**src/rtl/msrv32_mem_arb_pkg.sv**
```systemverilog
// msrv32_mem_arb_pkg: shared encodings for the unified-memory arbiter
package msrv32_mem_arb_pkg;
  localparam logic [1:0] S_IDLE = 2'b00;
  localparam logic [1:0] S_ADDR = 2'b01;
  localparam logic [1:0] S_DATA = 2'b10;
  localparam logic [1:0] HTRANS_IDLE = 2'b00;
  localparam logic [1:0] HTRANS_NONSEQ = 2'b10;
  localparam logic OWN_I = 1'b0;
  localparam logic OWN_D = 1'b1;
endpackage

```
**src/rtl/msrv32_mem_arbiter_if.sv**
```systemverilog
// msrv32_mem_arbiter_if: AHB-lite-style memory master port shared by fetch and load/store
interface msrv32_mem_arbiter_if;
  logic [31:0] m_haddr_out;
  logic [1:0] m_htrans_out;
  logic m_hwrite_out;
  logic [3:0] m_hmask_out;
  logic [31:0] m_hwdata_out;
  logic [31:0] m_hrdata_in;
  logic m_hready_in;
  logic m_hresp_in;
  modport master(output m_haddr_out, m_htrans_out, m_hwrite_out, m_hmask_out, m_hwdata_out,
                 input m_hrdata_in, m_hready_in, m_hresp_in);
  modport slave(input m_haddr_out, m_htrans_out, m_hwrite_out, m_hmask_out, m_hwdata_out,
                output m_hrdata_in, m_hready_in, m_hresp_in);
endinterface

```
**src/rtl/msrv32_wait_timer.sv**
```systemverilog
// msrv32_wait_timer: counts consecutive wait-state cycles, flags when MAX_WAIT is reached
module msrv32_wait_timer #(
  parameter int MAX_WAIT = 255
) (
  input logic clk,
  input logic rst,
  input logic clr,
  input logic en,
  output logic expired
);
  logic [7:0] cnt;
  always_ff @(posedge clk or posedge rst)
    if (rst) cnt <= '0;
    else cnt <= clr ? 8'd0 : en ? cnt + 8'd1 : cnt;
  assign expired = cnt == 8'(MAX_WAIT);
endmodule

```
**src/rtl/msrv32_mem_arbiter.sv**
```systemverilog
// msrv32_mem_arbiter: shares one memory port between fetch and load/store, with
// alternating priority on contention and a watchdog that turns a hung slave into an error.
module msrv32_mem_arbiter
  import msrv32_mem_arb_pkg::*;
#(
  parameter int MAX_WAIT = 255
) (
  input logic clk_in,
  input logic rst_in,
  input logic [31:0] i_addr_in,
  input logic i_req_in,
  output logic [31:0] i_rdata_out,
  output logic i_hready_out,
  output logic i_hresp_out,
  input logic [1:0] d_htrans_in,
  input logic d_wr_req_in,
  input logic [31:0] d_addr_in,
  input logic [31:0] d_wdata_in,
  input logic [3:0] d_mask_in,
  output logic [31:0] d_rdata_out,
  output logic d_hready_out,
  output logic d_hresp_out,
  msrv32_mem_arbiter_if.master m
);
  logic [1:0] state, state_nxt;
  logic owner, last_d, expired, i_elig, d_elig, gnt_d, gnt_i, abort, done, resp, upd_d;
  logic [31:0] wdata_q, rd;
  // a requester whose hready_out is high this cycle is being retired, so it is not eligible
  always_comb begin
    i_elig = i_req_in && !i_hready_out;
    d_elig = d_htrans_in == HTRANS_NONSEQ && !d_hready_out;
    gnt_d = d_elig && (!i_elig || !last_d);
    gnt_i = i_elig && !gnt_d;
    abort = state != S_IDLE && !m.m_hready_in && expired;
    done = abort || (state == S_DATA && m.m_hready_in);
    resp = abort || m.m_hresp_in;
    rd = abort ? 32'd0 : m.m_hrdata_in;
    upd_d = abort || !m.m_hwrite_out;
    state_nxt = state == S_IDLE ? ((gnt_d || gnt_i) ? S_ADDR : S_IDLE) :
                abort ? S_IDLE :
                !m.m_hready_in ? state :
                state == S_ADDR ? S_DATA : S_IDLE;
  end
  msrv32_wait_timer #(.MAX_WAIT(MAX_WAIT)) u_timer (
    .clk(clk_in),
    .rst(rst_in),
    .clr(state_nxt != state),
    .en(state != S_IDLE && !m.m_hready_in),
    .expired(expired)
  );
  always_ff @(posedge clk_in or posedge rst_in)
    if (rst_in) begin
      state <= S_IDLE;
      owner <= OWN_I;
      last_d <= 1'b0;
      wdata_q <= '0;
      i_rdata_out <= '0;
      i_hready_out <= 1'b0;
      i_hresp_out <= 1'b0;
      d_rdata_out <= '0;
      d_hready_out <= 1'b0;
      d_hresp_out <= 1'b0;
      m.m_haddr_out <= '0;
      m.m_htrans_out <= HTRANS_IDLE;
      m.m_hwrite_out <= 1'b0;
      m.m_hmask_out <= '0;
      m.m_hwdata_out <= '0;
    end else begin
      state <= state_nxt;
      i_hready_out <= done && owner == OWN_I;
      i_hresp_out <= done && owner == OWN_I && resp;
      d_hready_out <= done && owner == OWN_D;
      d_hresp_out <= done && owner == OWN_D && resp;
      if (done && owner == OWN_I) i_rdata_out <= rd;
      if (done && owner == OWN_D && upd_d) d_rdata_out <= rd;
      if (state == S_IDLE && (gnt_d || gnt_i)) begin
        owner <= gnt_d;
        last_d <= gnt_d;
        wdata_q <= d_wdata_in;
        m.m_haddr_out <= gnt_d ? d_addr_in : i_addr_in & ~32'h3;
        m.m_htrans_out <= HTRANS_NONSEQ;
        m.m_hwrite_out <= gnt_d && d_wr_req_in;
        m.m_hmask_out <= (gnt_d && d_wr_req_in) ? d_mask_in : 4'hF;
      end
      if (state == S_ADDR && state_nxt != S_ADDR) m.m_htrans_out <= HTRANS_IDLE;
      if (state == S_ADDR && state_nxt == S_DATA) m.m_hwdata_out <= wdata_q;
    end
endmodule

```
**src/flat_wrapper.sv**
```systemverilog
// flat-port wrapper written by rule: the top's interface ports become plain ports
module msrv32_mem_arbiter_flat import msrv32_mem_arb_pkg::*;
#(
  parameter int MAX_WAIT = 255
)
  (clk_in, rst_in, i_addr_in, i_req_in, i_rdata_out, i_hready_out, i_hresp_out, d_htrans_in, d_wr_req_in, d_addr_in, d_wdata_in, d_mask_in, d_rdata_out, d_hready_out, d_hresp_out, m_m_haddr_out, m_m_htrans_out, m_m_hwrite_out, m_m_hmask_out, m_m_hwdata_out, m_m_hrdata_in, m_m_hready_in, m_m_hresp_in);
  msrv32_mem_arbiter_if m_i ();
  input logic clk_in;
  input logic rst_in;
  input logic [31:0] i_addr_in;
  input logic i_req_in;
  output logic [31:0] i_rdata_out;
  output logic i_hready_out;
  output logic i_hresp_out;
  input logic [1:0] d_htrans_in;
  input logic d_wr_req_in;
  input logic [31:0] d_addr_in;
  input logic [31:0] d_wdata_in;
  input logic [3:0] d_mask_in;
  output logic [31:0] d_rdata_out;
  output logic d_hready_out;
  output logic d_hresp_out;
  output wire logic [$bits(m_i.m_haddr_out)-1:0] m_m_haddr_out;
  output wire logic [$bits(m_i.m_htrans_out)-1:0] m_m_htrans_out;
  output wire logic [$bits(m_i.m_hwrite_out)-1:0] m_m_hwrite_out;
  output wire logic [$bits(m_i.m_hmask_out)-1:0] m_m_hmask_out;
  output wire logic [$bits(m_i.m_hwdata_out)-1:0] m_m_hwdata_out;
  input wire logic [$bits(m_i.m_hrdata_in)-1:0] m_m_hrdata_in;
  input wire logic [$bits(m_i.m_hready_in)-1:0] m_m_hready_in;
  input wire logic [$bits(m_i.m_hresp_in)-1:0] m_m_hresp_in;
  assign m_m_haddr_out = m_i.m_haddr_out;
  assign m_m_htrans_out = m_i.m_htrans_out;
  assign m_m_hwrite_out = m_i.m_hwrite_out;
  assign m_m_hmask_out = m_i.m_hmask_out;
  assign m_m_hwdata_out = m_i.m_hwdata_out;
  assign m_i.m_hrdata_in = m_m_hrdata_in;
  assign m_i.m_hready_in = m_m_hready_in;
  assign m_i.m_hresp_in = m_m_hresp_in;
  msrv32_mem_arbiter #(.MAX_WAIT(MAX_WAIT)) u_core (.clk_in(clk_in), .rst_in(rst_in), .i_addr_in(i_addr_in), .i_req_in(i_req_in), .i_rdata_out(i_rdata_out), .i_hready_out(i_hready_out), .i_hresp_out(i_hresp_out), .d_htrans_in(d_htrans_in), .d_wr_req_in(d_wr_req_in), .d_addr_in(d_addr_in), .d_wdata_in(d_wdata_in), .d_mask_in(d_mask_in), .d_rdata_out(d_rdata_out), .d_hready_out(d_hready_out), .d_hresp_out(d_hresp_out), .m(m_i));
endmodule
```
**config.mk**
```make
export PLATFORM = sky130hd
export DESIGN_NAME = msrv32_mem_arbiter_flat
export DESIGN_NICKNAME = d
export VERILOG_FILES = /design/src/rtl/msrv32_mem_arb_pkg.sv /design/src/rtl/msrv32_mem_arbiter_if.sv /design/src/rtl/msrv32_wait_timer.sv /design/src/rtl/msrv32_mem_arbiter.sv /design/src/flat_wrapper.sv
export SDC_FILE = /design/constraint.sdc
export NUM_CORES = 1
export LEC_CHECK = 0
export ABC_AREA = 1
export BUFFER_PORTS_ARGS = -buffer_cell sky130_fd_sc_hd__clkbuf_2
export CAP_MARGIN = 20
export CORE_MARGIN = 4
export CORE_UTILIZATION = 50
export CTS_CLUSTER_SIZE = 30
export DETAILED_ROUTE_END_ITERATION = 12
export GPL_ROUTABILITY_DRIVEN = 0
export GPL_TIMING_DRIVEN = 0
export MAX_ROUTING_LAYER = met4
export PLACE_DENSITY = 0.8
export SYNTH_ARGS = -nofsm -noshare
export SYNTH_HDL_FRONTEND = slang
export SYNTH_HIERARCHICAL = 1
export SYNTH_SLANG_ARGS = --single-unit
```
**constraint.sdc**
```tcl
create_clock -name clk_in -period 7.1 [get_ports clk_in]
set_clock_uncertainty 0.1 [all_clocks]
set_input_delay 0.71 -clock clk_in [delete_from_list [all_inputs] [get_ports clk_in]]
set_output_delay 0.71 -clock clk_in [all_outputs]
set_load 0.02 [all_outputs]
```
Yosys cells after proc, flatten, opt, wreduce, memory -nomap -nowiden
Cells that the tools add are included.
Storage, ports and cells
  bits in registers: 182
  bits of input ports: 140
  output and inout port bits: 139
  logic and storage cells: 68
Cells by class
  $add $sub $neg: 1
  eq/ne operators: 7
  muxes and demuxes: 12
  bitwise operators: 1
  reduce and logical (&&, ||, !) cells: 32
Operators with widths (count)
  $mux W32: 2
  $logic_and A1 B1 Y1: 16
  $mux W8: 2
  $mux W2: 6
  $add A8 B1 Y8 const B: 1
  $eq A8 B8 Y1 const B: 1
  $logic_not A1 Y1: 7
  $eq A2 B2 Y1 const B: 3
  $reduce_bool A2 Y1: 3
  $logic_or A1 B1 Y1: 5
  $mux W4: 1
  $eq A2 B1 Y1 const B: 1
  $logic_not A2 Y1: 1
  $ne A2 B1 Y1 const B: 1
  $ne A2 B2 Y1: 1
  $mux W1: 1
  $not A1 Y1: 1

Longest topological paths before layout
  word-level depth: 13
  mapped depth: 14
  mapped depth without buffers: 14

By module
Netlist, hierarchy kept.
Modules (own cells, without submodules)
  msrv32_mem_arbiter: instances 1, cells an instance 853, area each 7407.1 µm², seq. area each 4329.2 µm²
  msrv32_wait_timer: instances 1, cells an instance 64, area each 476.7 µm², seq. area each 200.2 µm²

Worst setup path before layout
No wires, ideal clock.
  kind: input to register
  start point: input d_htrans_in[0]
  end point: register u_core.u_timer.cnt[4]
  library setup time: 119 ps
  arrival time: 1689 ps
  data required time: 6881 ps
  setup slack: 5192 ps
  cell stages on the path: 11
  buffers on the path: 1
  path through: nor2_1 > nand2_1 > nand2_1 > nand2_4 > buf_2 > nand2_1 > inv_2 > nand2_2 > nand3_1 > o21ai_1 > nor2_1
Between the ends
  cells in the longest elaborated chain, start to end: 10
  elaborated cells between the ends (all ways): 11
  classes of those cells: 2 x eq/ne; 3 x mux; 6 x reduce/logical
RTL lines
  start: declaration: RTL line flat_wrapper.sv:15  | input logic [1:0] d_htrans_in;
  $eq A2 B2 Y1 *: RTL line msrv32_mem_arbiter.sv:31  | d_elig = d_htrans_in == HTRANS_NONSEQ && !d_hready_out;
  $logic_and A1 B1 Y1 *: RTL line msrv32_mem_arbiter.sv:31
  $logic_and A1 B1 Y1 *: RTL line msrv32_mem_arbiter.sv:32  | gnt_d = d_elig && (!i_elig || !last_d);
  $logic_not A1 Y1: RTL line msrv32_mem_arbiter.sv:33  | gnt_i = i_elig && !gnt_d;
  $logic_and A1 B1 Y1: RTL line msrv32_mem_arbiter.sv:33
  $logic_or A1 B1 Y1 *: RTL line msrv32_mem_arbiter.sv:39  | state_nxt = state == S_IDLE ? ((gnt_d || gnt_i) ? S_ADDR : S_IDLE) :
  $mux W1 *: RTL line msrv32_mem_arbiter.sv:39
  $mux W2 *: RTL line msrv32_mem_arbiter.sv:39
  $ne A2 B2 Y1 *: RTL line msrv32_mem_arbiter.sv:47  | .clr(state_nxt != state),
  $mux W8 or $reduce_bool A2 Y1 (tied branches)
  end signal: assignment: RTL line msrv32_wait_timer.sv:14  | else cnt <= clr ? 8'd0 : en ? cnt + 8'd1 : cnt;
  end: declaration: RTL line msrv32_wait_timer.sv:11  | logic [7:0] cnt;
Every way passes the cells marked *; elsewhere a longest branch is shown, timed or not.
A chain may end at the register's enable or synchronous reset.

Worst setup path after layout
  start point: register u_core.u_timer.cnt[1]
  end point: register u_core.i_rdata_out[18]
Between the ends
  cells in the longest elaborated chain, start to end: 4
  elaborated cells between the ends (all ways): 5
  classes of those cells: 1 x eq/ne; 1 x mux; 3 x reduce/logical
RTL lines
  $eq A8 B8 Y1 *: RTL line msrv32_wait_timer.sv:15  | assign expired = cnt == 8'(MAX_WAIT);
  via u_core.expired: RTL line msrv32_mem_arbiter.sv:26  | logic owner, last_d, expired, i_elig, d_elig, gnt_d, gnt_i, abort, done, resp, upd_d;
  $logic_and A1 B1 Y1 *: RTL line msrv32_mem_arbiter.sv:34  | abort = state != S_IDLE && !m.m_hready_in && expired;
  $logic_or A1 B1 Y1: RTL line msrv32_mem_arbiter.sv:35  | done = abort || (state == S_DATA && m.m_hready_in);
  $logic_and A1 B1 Y1: RTL line msrv32_mem_arbiter.sv:74  | if (done && owner == OWN_I) i_rdata_out <= rd;
  end signal: assignment: RTL line msrv32_mem_arbiter.sv:74
  end: declaration: RTL line msrv32_mem_arbiter.sv:12  | output logic [31:0] i_rdata_out,
The timed path passes the listed nets; every way through them passes the cells marked *.

==> impl_metrics.ini <==
[outcome]
status = complete, no violations

[cts]
h-tree-depth = 4
cts_tree = built
cts_resized = 0
post_cts_buffers = 0
cts_hold_repair.buffers = 0
clkTransAtPathRegs_ns = 0.07
cts_made_buffers = 17
cts_num_sinks = 181
cts-root-buf = clkbuf_16
cts_max_path_buffers = 2
insertion_delay_ns = 0.42

[worst_setup_path]
path_cells = ha_1 > nand2_1 > inv_1 > and3_1 > inv_2 > nand2_4 > nand4_2 > buf_4 > buf_4 > nand2_1 > o21ai_1
path_max_fanout = 10
cp_slowest_stage_delay_ns = 0.41
end_kind = flop
criticalPathCategory = flop to flop
arrival_ns = 2.37
slowest_stage = dfrtp_1
critPathTopFamily = simple AND/OR/NAND/NOR gates
crit_buf_inv = 4
startpoint_type = flop
required_ns = 7.28

[grt]
gr-usage-met2_pct = 40.1
met1_usage_pct = 29.7
grt_pass1_wl_mm = 33.8
grt_usage_pct = 24.3
grt_pass1_vias = 6911
grt_overflow = 0
antenna_found_initial = 0
grt_util_met3_pct = 5.32
top_usage_layer = met2
grt_max_degree = 113

[timing]
fin_hold_ws_ns = 0.216
hold_viol = 0
max_slew.worst_pin.slew_ns = 0.556
slew_headroom_pct = 62.9
max_freq_ghz = 0.457
finalCriticalPeriod_ns = 2.19
drv_slew = 0
grt_setup_unrepaired = no
setup_viol = 0
finalCritPeriodShare_pct = 30.8

[drt]
routedWlPerCell_um = 14.5
drt.antenna.violating_nets = 0
first_pass_iters = 4
avgViaCountPerCell = 4.85
routed_wl_mm = 20.8
drt_iter0_markers = 376
drc = 0
vias = 6964

[power]
internal-power_mw = 2.70
p_comb_share_pct = 41.3
power.switching_mw = 1.94
power.clock.fraction_pct = 21.3
swShare_pct = 41.8
power_density_nw_per_um2 = 456
irDropWorstVdd_mv = 0.223
p_seq_share_pct = 37.4
p_leak_nw = 5.82

[yosys]
synth_common_cells = nand2_1 (320), dfrtp_1 (181), inv_1 (109)
synth_cells = 917
synth_seq_cells = 181
yosysSeqAreaShare_pct = 57.5
synthMostInstantiatedCell = nand2_1
synthArstFlopShare_pct = 100
avgSynthCellArea_um2 = 8.60
yosys.cell_types.count = 31
yosysTopAreaCellShare_pct = 57.5
synth_warnings = 6
synth_edf_count = 0
synth_area_leaders = dfrtp_1 (57%), nand2_1 (15%), inv_1 (5.2%)
syn-num-nets = 1058
synth_top_flop_cell = dfrtp_1
netlist_area_um2 = 7880
synth_top_area_cell = dfrtp_1

[job]
max_cap_viol_count = 0

[floorplan]
initial_core_util_pct = 51.5
die_h_um = 134
ioPinCount = 279
dieArea_um2 = 17800
chipWidth_um = 134
core-area_um2 = 15300
rows = 45

[cells_and_area]
nFillCells = 1267
syn_to_final_growth_pct = 29.2
drive_above_1_share_pct = 30.0
finalNonFillerCells = 1435
diodes = 0
fin_nets = 1353

[placed_design]
dp.cells = 1404
dp_hpwl_mm = 15.7
io_buffer_count = 275

[worst_hold_path]
min_path_type = primary input to async pin
## worst paths after layout
check | start | end | slack [ns] | cells past startpoint
hold / removal | rst_in | u_core/u_timer/cnt[5]$_DFFE_PP0P_ | 0.22 | 2
setup reg to reg | u_core/u_timer/cnt[1]$_DFFE_PP0P_ | u_core/i_rdata_out[18]$_DFFE_PP0P_ | 4.91 | 11
hold reg to reg | u_core/d_rdata_out[31]$_DFFE_PP0P_ | u_core/d_rdata_out[31]$_DFFE_PP0P_ | 0.37 | 2
setup / recovery | u_core/u_timer/cnt[1]$_DFFE_PP0P_ | u_core/i_rdata_out[18]$_DFFE_PP0P_ | 4.91 | 11
min in group clk_in | u_core/d_rdata_out[31]$_DFFE_PP0P_ | u_core/d_rdata_out[31]$_DFFE_PP0P_ | 0.37 | 2
max in group asynchronous | rst_in | u_core/d_rdata_out[30]$_DFFE_PP0P_ | 5.76 | 3
## area by class of cell
class | instances | area, um2 | share of cell area (%)
clock buffers | 18 | 429 | 4.21
inverters | 118 | 450 | 4.42
well taps | 211 | 264 | 2.59
flip-flops and latches | 181 | 4530 | 44.5
clock inverters | 13 | 194 | 1.90
plain buffers | 50 | 298 | 2.92
multi-input cells | 568 | 2610 | 25.7
repair buffers | 276 | 1400 | 13.8
## through the flow
stage                     worst slack (ns)  setup TNS (ns)  area (um2)  util, %  power, mW
after floorplan                       1.60               0        7880        -       2.97
after global placement              -0.293          -48.88        9520     62.2       3.61
after detailed placement              4.75               0        9560     62.4       3.68
after CTS                             4.92               0       10200     66.5       4.68
after global routing                  4.79               0       10200     66.5       4.96
final                                 4.91               0       10200     66.5       4.65
## layout by cell type, fill, tap and decap left out, types with 7 or more instances in the layout
| cell | instances |
|---|---|
| buf_4 | 7 |
| buf_6 | 8 |
| o21ai_1 | 61 |
| buf_2 | 17 |
| clkbuf_2 | 277 |
| inv_2 | 9 |
| clkbuf_16 | 17 |
| nand3b_1 | 30 |
| dfrtp_1 | 181 |
| nand3_1 | 73 |
| inv_1 | 108 |
| nor2_1 | 13 |
| nand2_1 | 320 |
| o21ai_0 | 46 |
| clkbuf_1 | 15 |
## sequential cells by signal, summed over array words and instances, names as in the netlist
name and cells:
u_core/u_timer/cnt 8, u_core/m.m_htrans_out 1, u_core/m.m_hwdata_out 32, u_core/wdata_q 32, u_core/d_hresp_out 1, u_core/m.m_hmask_out 4
u_core/m.m_haddr_out 32, u_core/m.m_hwrite_out 1, u_core/i_hresp_out 1, u_core/last_d 1, u_core/i_rdata_out 32, u_core/d_hready_out 1
u_core/state 2, u_core/i_hready_out 1, u_core/d_rdata_out 32
## layer usage
metal,share of wire (%),vias up
li1,-,3444
met1,41,3199
met2,50,285
met3,7.0,36
met4,2.2,0
met5,0,-
## power by group through the flow
stage	clock network, mW	registers (mW)	logic [mW]
after floorplan	0	2.15	0.823
after global placement	0	1.74	1.87
after detailed placement	0	1.75	1.94
after CTS	1.01	1.74	1.94
after global routing	1.05	1.79	2.12
final	0.988	1.74	1.92
## kinds of logic (layout without fill, tap and decap cells)
family / Yosys count / count (layout) / share of synthesized area (%)
simple gates: 454 / 454 / 25.7
buf+inv: 168 / 475 / 9.40
fa+ha+maj: 1 / 1 / 0.159
compound gates: 112 / 112 / 7.22
other cells: 1 / 1 / 0.0476
flops: 181 / 181 / 57.5
Note: power is estimated with default switching activity, not from simulation.
